<file path="src/rtl/axi_s_regfile_if.sv">
// AXI4 bus bundle for the register-file slave: AW/W/B/AR/R channels.
// Widths must match the parameters of the slave attached to it.
interface axi_s_regfile_if #(
    parameter int IDLEN  = 4,
    parameter int AW     = 40,
    parameter int DW     = 64,
    parameter int BURSTL = 8
) ();
    logic [IDLEN-1:0]  awid;
    logic [AW-1:0]     awaddr;
    logic [BURSTL-1:0] awlen;
    logic [2:0]        awsize;
    logic [1:0]        awburst;
    logic              awvalid, awready;
    logic [DW-1:0]     wdata;
    logic [DW/8-1:0]   wstrb;
    logic              wlast, wvalid, wready;
    logic [IDLEN-1:0]  bid;
    logic [1:0]        bresp;
    logic              bvalid, bready;
    logic [IDLEN-1:0]  arid;
    logic [AW-1:0]     araddr;
    logic [BURSTL-1:0] arlen;
    logic [2:0]        arsize;
    logic [1:0]        arburst;
    logic              arvalid, arready;
    logic [IDLEN-1:0]  rid;
    logic [DW-1:0]     rdata;
    logic [1:0]        rresp;
    logic              rlast, rvalid, rready;

    modport slave (
        input  awid, awaddr, awlen, awsize, awburst, awvalid,
        input  wdata, wstrb, wlast, wvalid, bready,
        input  arid, araddr, arlen, arsize, arburst, arvalid, rready,
        output awready, wready, bid, bresp, bvalid,
        output arready, rid, rdata, rresp, rlast, rvalid
    );
    modport master (
        output awid, awaddr, awlen, awsize, awburst, awvalid,
        output wdata, wstrb, wlast, wvalid, bready,
        output arid, araddr, arlen, arsize, arburst, arvalid, rready,
        input  awready, wready, bid, bresp, bvalid,
        input  arready, rid, rdata, rresp, rlast, rvalid
    );
endinterface

</file>
<file path="src/rtl/axi_s_regfile.sv">
// AXI4 slave register file: NREGS x DW registers, FIXED/INCR/WRAP bursts, byte strobes,
// independent read/write FSMs, SLVERR on decode or format errors.
module axi_s_regfile #(
    parameter int            IDLEN     = 4,
    parameter int            AW        = 40,
    parameter int            DW        = 64,
    parameter int            BURSTL    = 8,
    parameter int            NREGS     = 16,
    parameter logic [AW-1:0] BASE      = '0,
    parameter logic [DW-1:0] RESET_VAL = '0
) (
    input  logic                clk,
    input  logic                rstn,
    axi_s_regfile_if.slave      s_axi,
    output logic [NREGS*DW-1:0] reg_q,
    output logic [NREGS-1:0]    reg_wr
);
    localparam int NB = DW / 8;
    localparam int LG = $clog2(NB);
    localparam int LN = $clog2(NREGS);

    typedef enum logic [1:0] {WIDLE, WDATA, WRESP} wstate_t;
    typedef enum logic       {RIDLE, RDATA} rstate_t;

    // Borrow out of the subtraction flags addr < BASE without a constant compare.
    function automatic logic f_bad(input logic [AW-1:0] a, input logic [2:0] sz,
                                   input logic [1:0] bu, input logic [BURSTL-1:0] ln);
        logic [AW:0] d;
        logic        wrap_ok;
        d       = {1'b0, a} - {1'b0, BASE};
        wrap_ok = (ln == BURSTL'(1)) || (ln == BURSTL'(3)) || (ln == BURSTL'(7)) || (ln == BURSTL'(15));
        f_bad   = d[AW] || ((d[AW-1:0] >> (LG + LN)) != '0) || (sz != 3'(LG)) ||
                  (bu == 2'd3) || ((bu == 2'd2) && !wrap_ok);
    endfunction

    function automatic logic [LN-1:0] f_idx(input logic [AW-1:0] a);
        logic [AW-1:0] d;
        d     = a - BASE;
        f_idx = d[LG +: LN];
    endfunction

    function automatic logic [AW-1:0] f_next(input logic [AW-1:0] a, input logic [1:0] bu,
                                             input logic [BURSTL-1:0] ln);
        logic [AW-1:0] inc, msk;
        inc = a + AW'(NB);
        msk = ((AW'(ln) + AW'(1)) << LG) - AW'(1);
        case (bu)
            2'd0:    f_next = a;
            2'd2:    f_next = (a & ~msk) | (inc & msk);
            default: f_next = inc;
        endcase
    endfunction

    logic                     r_alive;
    wstate_t                  r_wst, w_wst_nx;
    rstate_t                  r_rst, w_rst_nx;
    logic [IDLEN-1:0]         r_wid, r_rid;
    logic [AW-1:0]            r_waddr, r_raddr;
    logic [BURSTL-1:0]        r_wlen, r_wcnt, r_rlen, r_rcnt;
    logic [2:0]               r_wsize, r_rsize;
    logic [1:0]               r_wburst, r_rburst;
    logic                     r_werr;
    logic [NREGS-1:0]         r_reg_wr;
    logic [DW-1:0]            r_rhold;
    logic                     r_rhold_v;
    logic [NREGS-1:0][DW-1:0] w_regs;

    logic           w_aw_rdy, w_aw_hs, w_w_hs, w_wlast, w_wbad;
    logic           w_ar_rdy, w_ar_hs, w_rvalid, w_r_hs, w_rlast, w_rbad;
    logic [LN-1:0]  w_widx, w_ridx;
    logic [DW-1:0]  w_rdata_live;

    assign w_aw_rdy     = r_alive && (r_wst == WIDLE);
    assign w_aw_hs      = s_axi.awvalid && w_aw_rdy;
    assign w_w_hs       = s_axi.wvalid && (r_wst == WDATA);
    assign w_wlast      = (r_wcnt == r_wlen);
    assign w_wbad       = f_bad(r_waddr, r_wsize, r_wburst, r_wlen);
    assign w_widx       = f_idx(r_waddr);
    assign w_ar_rdy     = r_alive && (r_rst == RIDLE);
    assign w_ar_hs      = s_axi.arvalid && w_ar_rdy;
    assign w_rvalid     = (r_rst == RDATA);
    assign w_r_hs       = w_rvalid && s_axi.rready;
    assign w_rlast      = (r_rcnt == r_rlen);
    assign w_rbad       = f_bad(r_raddr, r_rsize, r_rburst, r_rlen);
    assign w_ridx       = f_idx(r_raddr);
    assign w_rdata_live = w_rbad ? '0 : w_regs[w_ridx];
    assign reg_q        = w_regs;
    assign reg_wr       = r_reg_wr;

    always_comb begin
        w_wst_nx      = r_wst;
        s_axi.awready = w_aw_rdy;
        s_axi.wready  = (r_wst == WDATA);
        s_axi.bvalid  = 1'b0;
        s_axi.bid     = '0;
        s_axi.bresp   = 2'b00;
        case (r_wst)
            WIDLE: if (w_aw_hs) w_wst_nx = WDATA;
            WDATA: if (w_w_hs && w_wlast) w_wst_nx = WRESP;
            WRESP: begin
                s_axi.bvalid = 1'b1;
                s_axi.bid    = r_wid;
                s_axi.bresp  = r_werr ? 2'b10 : 2'b00;
                if (s_axi.bready) w_wst_nx = WIDLE;
            end
            default: w_wst_nx = WIDLE;
        endcase
    end

    always_comb begin
        w_rst_nx      = r_rst;
        s_axi.arready = w_ar_rdy;
        s_axi.rvalid  = 1'b0;
        s_axi.rid     = '0;
        s_axi.rdata   = '0;
        s_axi.rresp   = 2'b00;
        s_axi.rlast   = 1'b0;
        case (r_rst)
            RIDLE: if (w_ar_hs) w_rst_nx = RDATA;
            RDATA: begin
                s_axi.rvalid = 1'b1;
                s_axi.rid    = r_rid;
                s_axi.rdata  = r_rhold_v ? r_rhold : w_rdata_live;
                s_axi.rresp  = w_rbad ? 2'b10 : 2'b00;
                s_axi.rlast  = w_rlast;
                if (w_r_hs && w_rlast) w_rst_nx = RIDLE;
            end
            default: w_rst_nx = RIDLE;
        endcase
    end

    always_ff @(posedge clk or negedge rstn) begin
        if (!rstn) begin
            r_alive  <= 1'b0;
            r_wst    <= WIDLE;
            r_wid    <= '0;
            r_waddr  <= '0;
            r_wlen   <= '0;
            r_wsize  <= '0;
            r_wburst <= '0;
            r_wcnt   <= '0;
            r_werr   <= 1'b0;
            r_reg_wr <= '0;
        end else begin
            r_alive  <= 1'b1;
            r_wst    <= w_wst_nx;
            r_reg_wr <= '0;
            if (w_aw_hs) begin
                r_wid    <= s_axi.awid;
                r_waddr  <= s_axi.awaddr;
                r_wlen   <= s_axi.awlen;
                r_wsize  <= s_axi.awsize;
                r_wburst <= s_axi.awburst;
                r_wcnt   <= '0;
                r_werr   <= 1'b0;
            end
            if (w_w_hs) begin
                r_wcnt  <= r_wcnt + BURSTL'(1);
                r_waddr <= f_next(r_waddr, r_wburst, r_wlen);
                r_werr  <= r_werr | w_wbad | (s_axi.wlast != w_wlast);
                if (!w_wbad) r_reg_wr[w_widx] <= 1'b1;
            end
        end
    end

    always_ff @(posedge clk or negedge rstn) begin
        if (!rstn) begin
            r_rst     <= RIDLE;
            r_rid     <= '0;
            r_raddr   <= '0;
            r_rlen    <= '0;
            r_rsize   <= '0;
            r_rburst  <= '0;
            r_rcnt    <= '0;
            r_rhold   <= '0;
            r_rhold_v <= 1'b0;
        end else begin
            r_rst <= w_rst_nx;
            if (w_ar_hs) begin
                r_rid    <= s_axi.arid;
                r_raddr  <= s_axi.araddr;
                r_rlen   <= s_axi.arlen;
                r_rsize  <= s_axi.arsize;
                r_rburst <= s_axi.arburst;
                r_rcnt   <= '0;
            end else if (w_r_hs && !w_rlast) begin
                r_rcnt  <= r_rcnt + BURSTL'(1);
                r_raddr <= f_next(r_raddr, r_rburst, r_rlen);
            end
            // Freeze the presented beat while stalled so concurrent writes cannot change it.
            if (w_rvalid && !s_axi.rready) begin
                r_rhold_v <= 1'b1;
                if (!r_rhold_v) r_rhold <= w_rdata_live;
            end else begin
                r_rhold_v <= 1'b0;
            end
        end
    end

    for (genvar g = 0; g < NREGS; g++) begin : g_reg
        logic [DW-1:0] r_q;
        always_ff @(posedge clk or negedge rstn) begin
            if (!rstn) begin
                r_q <= RESET_VAL;
            end else if (w_w_hs && !w_wbad && (w_widx == LN'(g))) begin
                for (int b = 0; b < NB; b++)
                    if (s_axi.wstrb[b]) r_q[b*8 +: 8] <= s_axi.wdata[b*8 +: 8];
            end
        end
        assign w_regs[g] = r_q;
    end
endmodule
</file>
<file path="src/flat_wrapper.sv">
// flat-port wrapper written by rule: the top's interface ports become plain ports
module axi_s_regfile_flat 
#(
    parameter int            IDLEN     = 4,
    parameter int            AW        = 40,
    parameter int            DW        = 64,
    parameter int            BURSTL    = 8,
    parameter int            NREGS     = 16,
    parameter logic [AW-1:0] BASE      = '0,
    parameter logic [DW-1:0] RESET_VAL = '0
)
  (clk, rstn, reg_q, reg_wr, s_axi_awid, s_axi_awaddr, s_axi_awlen, s_axi_awsize, s_axi_awburst, s_axi_awvalid, s_axi_wdata, s_axi_wstrb, s_axi_wlast, s_axi_wvalid, s_axi_bready, s_axi_arid, s_axi_araddr, s_axi_arlen, s_axi_arsize, s_axi_arburst, s_axi_arvalid, s_axi_rready, s_axi_awready, s_axi_wready, s_axi_bid, s_axi_bresp, s_axi_bvalid, s_axi_arready, s_axi_rid, s_axi_rdata, s_axi_rresp, s_axi_rlast, s_axi_rvalid);
  axi_s_regfile_if #(.IDLEN(IDLEN), .AW(AW), .DW(DW), .BURSTL(BURSTL)) s_axi_i ();
  input  logic clk;
  input  logic rstn;
  output logic [NREGS*DW-1:0] reg_q;
  output logic [NREGS-1:0] reg_wr;
  input wire logic [$bits(s_axi_i.awid)-1:0] s_axi_awid;
  input wire logic [$bits(s_axi_i.awaddr)-1:0] s_axi_awaddr;
  input wire logic [$bits(s_axi_i.awlen)-1:0] s_axi_awlen;
  input wire logic [$bits(s_axi_i.awsize)-1:0] s_axi_awsize;
  input wire logic [$bits(s_axi_i.awburst)-1:0] s_axi_awburst;
  input wire logic [$bits(s_axi_i.awvalid)-1:0] s_axi_awvalid;
  input wire logic [$bits(s_axi_i.wdata)-1:0] s_axi_wdata;
  input wire logic [$bits(s_axi_i.wstrb)-1:0] s_axi_wstrb;
  input wire logic [$bits(s_axi_i.wlast)-1:0] s_axi_wlast;
  input wire logic [$bits(s_axi_i.wvalid)-1:0] s_axi_wvalid;
  input wire logic [$bits(s_axi_i.bready)-1:0] s_axi_bready;
  input wire logic [$bits(s_axi_i.arid)-1:0] s_axi_arid;
  input wire logic [$bits(s_axi_i.araddr)-1:0] s_axi_araddr;
  input wire logic [$bits(s_axi_i.arlen)-1:0] s_axi_arlen;
  input wire logic [$bits(s_axi_i.arsize)-1:0] s_axi_arsize;
  input wire logic [$bits(s_axi_i.arburst)-1:0] s_axi_arburst;
  input wire logic [$bits(s_axi_i.arvalid)-1:0] s_axi_arvalid;
  input wire logic [$bits(s_axi_i.rready)-1:0] s_axi_rready;
  output wire logic [$bits(s_axi_i.awready)-1:0] s_axi_awready;
  output wire logic [$bits(s_axi_i.wready)-1:0] s_axi_wready;
  output wire logic [$bits(s_axi_i.bid)-1:0] s_axi_bid;
  output wire logic [$bits(s_axi_i.bresp)-1:0] s_axi_bresp;
  output wire logic [$bits(s_axi_i.bvalid)-1:0] s_axi_bvalid;
  output wire logic [$bits(s_axi_i.arready)-1:0] s_axi_arready;
  output wire logic [$bits(s_axi_i.rid)-1:0] s_axi_rid;
  output wire logic [$bits(s_axi_i.rdata)-1:0] s_axi_rdata;
  output wire logic [$bits(s_axi_i.rresp)-1:0] s_axi_rresp;
  output wire logic [$bits(s_axi_i.rlast)-1:0] s_axi_rlast;
  output wire logic [$bits(s_axi_i.rvalid)-1:0] s_axi_rvalid;
  assign s_axi_i.awid = s_axi_awid;
  assign s_axi_i.awaddr = s_axi_awaddr;
  assign s_axi_i.awlen = s_axi_awlen;
  assign s_axi_i.awsize = s_axi_awsize;
  assign s_axi_i.awburst = s_axi_awburst;
  assign s_axi_i.awvalid = s_axi_awvalid;
  assign s_axi_i.wdata = s_axi_wdata;
  assign s_axi_i.wstrb = s_axi_wstrb;
  assign s_axi_i.wlast = s_axi_wlast;
  assign s_axi_i.wvalid = s_axi_wvalid;
  assign s_axi_i.bready = s_axi_bready;
  assign s_axi_i.arid = s_axi_arid;
  assign s_axi_i.araddr = s_axi_araddr;
  assign s_axi_i.arlen = s_axi_arlen;
  assign s_axi_i.arsize = s_axi_arsize;
  assign s_axi_i.arburst = s_axi_arburst;
  assign s_axi_i.arvalid = s_axi_arvalid;
  assign s_axi_i.rready = s_axi_rready;
  assign s_axi_awready = s_axi_i.awready;
  assign s_axi_wready = s_axi_i.wready;
  assign s_axi_bid = s_axi_i.bid;
  assign s_axi_bresp = s_axi_i.bresp;
  assign s_axi_bvalid = s_axi_i.bvalid;
  assign s_axi_arready = s_axi_i.arready;
  assign s_axi_rid = s_axi_i.rid;
  assign s_axi_rdata = s_axi_i.rdata;
  assign s_axi_rresp = s_axi_i.rresp;
  assign s_axi_rlast = s_axi_i.rlast;
  assign s_axi_rvalid = s_axi_i.rvalid;
  axi_s_regfile #(.IDLEN(IDLEN), .AW(AW), .DW(DW), .BURSTL(BURSTL), .NREGS(NREGS), .BASE(BASE), .RESET_VAL(RESET_VAL)) u_core (.clk(clk), .rstn(rstn), .s_axi(s_axi_i), .reg_q(reg_q), .reg_wr(reg_wr));
endmodule
</file>
<file path="config.mk">
export PLATFORM = sky130hd
export DESIGN_NAME = axi_s_regfile_flat
export DESIGN_NICKNAME = d
export VERILOG_FILES = /design/src/rtl/axi_s_regfile_if.sv /design/src/rtl/axi_s_regfile.sv /design/src/flat_wrapper.sv
export SDC_FILE = /design/constraint.sdc
export NUM_CORES = 2
export LEC_CHECK = 0
export BUFFER_PORTS_ARGS = -buffer_cell sky130_fd_sc_hd__buf_2
export CAP_MARGIN = 20
export CORE_AREA = 2 2 515 517
export DETAILED_ROUTE_END_ITERATION = 6
export DIE_AREA = 0 0 517 519
export HOLD_SLACK_MARGIN = 0.03
export PLACE_DENSITY = 0.5
export SKIP_CTS_REPAIR_TIMING = 1
export SLEW_MARGIN = 20
export SYNTH_ARGS = -nofsm -noshare
export SYNTH_HDL_FRONTEND = slang
export SYNTH_SLANG_ARGS = --single-unit
</file>
<file path="constraint.sdc">
create_clock -name clk -period 8.7 [get_ports clk]
set_input_delay 2.175 -clock clk [delete_from_list [all_inputs] [get_ports clk]]
set_output_delay 2.175 -clock clk [all_outputs]
set_load 0.03 [all_outputs]
</file>
==> metrics.txt <==
synth unique cells=70; Post-Route WL=289 mm; status=finished clean; ANT nets after route=0; most frequent cells in the layout=buf_2 (1306), dfrtp_1 (1226), mux2_4 (960); async set or reset register ratio after synthesis=1.00; final setup fails=0; Worst R2R End=u_core.g_reg[14].r_q[56]; DR vias/cell=4.86; final setup TNS=0 ns; Yosys top cell by area=dfrtp_1; Synth area leaders=dfrtp_1 (48%), mux2_4 (22%), mux4_2 (11%); Fin. Hold Viols=0; Buf/Inv on CP=3; share of layout cells above drive strength 1=0.548; FF-to-FF Start=u_core.r_wlen[0]; H-tree Lvls=4; Util after Layout=0.303; EDFF count, synth=0; Slew Limit Headroom=0.233; FP Rows=189; Levels on crit path=8; later-pin clock latency in the skew report=0.82 ns; Core ar.=263000 um^2; # DRC=0; Setup crit start kind=flip-flop; All-Layer GR Usage=0.210; routed len/inst=31.3 um; critical path's slowest cell=dfrtp_4; Die W=517 um; crit path time final=6.56 ns; Critical Path AT=4.38 ns; Synth top area share=0.481; dpl cells=8929; GPL Wtd Cong=0.918; max-cap violation count=0; RSZ-0062 raised after global routing=false; CTS buffer count=152; Area Growth Syn to Fin=24.4%; final std cells w/o fill=9235; Initial Utilization=0.244; initial antenna violation count=66; CP Cell Sequence=buf_12 -> buf_12 -> mux4_2 -> mux4_2 -> nand3_1 -> o21ai_0 -> and2_1 -> buf_2; Yosys reg bits=1234; first-pass GRT wire length=397 mm; Hold Path Class=flip-flop to flip-flop; Final HPWL DP=223 mm; end of the critical path=s_axi_rdata[27]; drt first-iter violations=3374; Tightest Pin Transition=1.15 ns; largest net degree at the start of global routing=162; full die area=268000 um^2; setup slack, reg-to-reg=4.49 ns; Reg2Reg Depth=8; skew final=0.0661 ns; CP delay by family, top=multiplexers; Leak Pwr=0.0411 uW; kind of critical path=flip-flop to primary output; deepest clock path buffer count=3; port buffer count=1307; First-pass DRT Iterations=5; Mapped Cells=4327; Avg Inst Size Synth=14.8 um^2; final slew viol count=0; clock-pin slew on the worst setup and hold paths=0.06 ns; CP startpoint=u_core.r_raddr[3]; TritonCTS clock tree=yes; Ys Warns=0; Peak supply drop=0.000177 V; WP data required=6.53 ns; vias in the first global route=45600; die span in y=519 um; Seq/Total Area, Yosys=0.481; commonest non-fill, non-tap cell in the layout=buf_2; IO Count=1316; CTS root buf=clkbuf_16; fin nets=5757; CP peak stage delay=0.90 ns; Tcrit/Tclk final=0.754; Power Density=213 nW/um^2; Max FO, Critical Path=53; Max Freq=153 MHz; Worst setup EP type=primary output; Vias=44900; ys flop type=dfrtp_1; Post-Syn Area=64200 um^2; grt total ovfl=0; CTS Sinks=1234
## cell type report
class                   count  area, um^2
well taps                3533        4420
clock inverters            55         808
repair buffers           1376        7250
multi-input cells        2767       31900
inverters                  19        71.3
clock buffers             220        4410
flip-flops and latches   1234       30900
diodes                     31        77.6
fillers                 26800      184000
## cell families after synthesis
kind of cell / count (synthesis) / synth area share
AO/OA/AOI/OAI: 406 / 0.0382
XOR/XNOR: 50 / 0.00682
adder cells (fa/ha/maj): 13 / 0.00253
buffers and inverters: 327 / 0.0234
flip-flops: 1234 / 0.481
multiplexers: 1346 / 0.348
other: 2 / 0.000117
AND/OR/NAND/NOR: 949 / 0.0995
## metrics by stage
| step | area, um^2 | setup slack [ns] | hold slack [ns] | power (uW) |
|---|---|---|---|---|
| 3_5_place_dp | 74500 | 2.86 | 0.459 | 10600 |
| 4_1_cts | 79800 | 1.96 | 0.472 | 17300 |
| 5_1_grt | 79800 | 1.85 | 0.489 | 17800 |
| 6_report | 79800 | 2.14 | 0.471 | 17000 |
| 2_1_floorplan | 64200 | 3.80 | 0.437 | 9010 |
| 3_3_place_gp | 74500 | 2.86 | 0.460 | 10600 |
## cells in the mapped netlist, drive strengths merged (13+ instances only)
master and count:
a21o 15, a21oi 64, a31oi 13, and2 116, and3 37, buf 60
clkbuf 248, dfrtp 1234, ha 13, inv 19, mux2 1024, mux4 320
nand2 464, nand3 107, nand4 32, nor2 89, nor2b 13, nor3 22
nor4 30, o211ai 28, o21ai 202, o311ai 17, xnor2 37, xor2 13
## how the worst min path moves through the flow
stage	endpoint	slack (ns)	from	cells after the start
2_1_floorplan	u_core.r_rsize[0]	0.44	u_core.r_rsize[0]	2
4_1_cts	u_core.r_wid[2]	0.47	u_core.r_wid[2]	2
3_5_place_dp	u_core.r_wid[2]	0.46	u_core.r_wid[2]	2
6_report	u_core.r_wid[2]	0.47	u_core.r_wid[2]	2
3_3_place_gp	u_core.r_rsize[0]	0.46	u_core.r_rsize[0]	2
5_1_grt	u_core.r_wid[2]	0.49	u_core.r_wid[2]	2
## layer usage
layer  global-route usage  wire (um)
met1                0.263     116000
met3               0.0653      25100
met2                0.331     133000
met5                    0        159
met4               0.0892      14300
## report_power, final
| group | internal (uW) | total (uW) | switching [uW] |
|---|---|---|---|
| sequential | 6010 | 6760 | 747 |
| clock | 3830 | 6620 | 2780 |
| combinational | 1260 | 3640 | 2380 |
| total | 11100 | 17000 | 5910 |
## worst register-to-register path: stages (launching register included)
cell,delay [ns]
dfrtp_1,0.71
ha_1,0.45
a21oi_1,0.07
a211o_1,0.35
a211oi_2,0.45
and3_4,0.69
buf_12,0.38
nand2_1,0.52
mux2_2,0.44
## state kept, by name, indices dropped and copies added (netlist names), named ones only
name and count:
u_core.r_rhold 64, u_core.r_rsize 3, u_core.r_rid 4, u_core.r_werr 1
u_core.r_wcnt 8, u_core.r_wid 4, u_core.reg_wr 16, u_core.r_waddr 1
u_core.r_wst 2, u_core.r_rhold_v 1, u_core.r_rburst 2, u_core.r_rst 1
u_core.r_raddr 1, u_core.g.r_q 1024, u_core.r_wsize 3, u_core.r_wburst 2
u_core.r_wlen 8, u_core.r_rlen 8, u_core.r_rcnt 8, u_core.r_alive 1
Note: power is estimated with default switching activity, not from simulation.
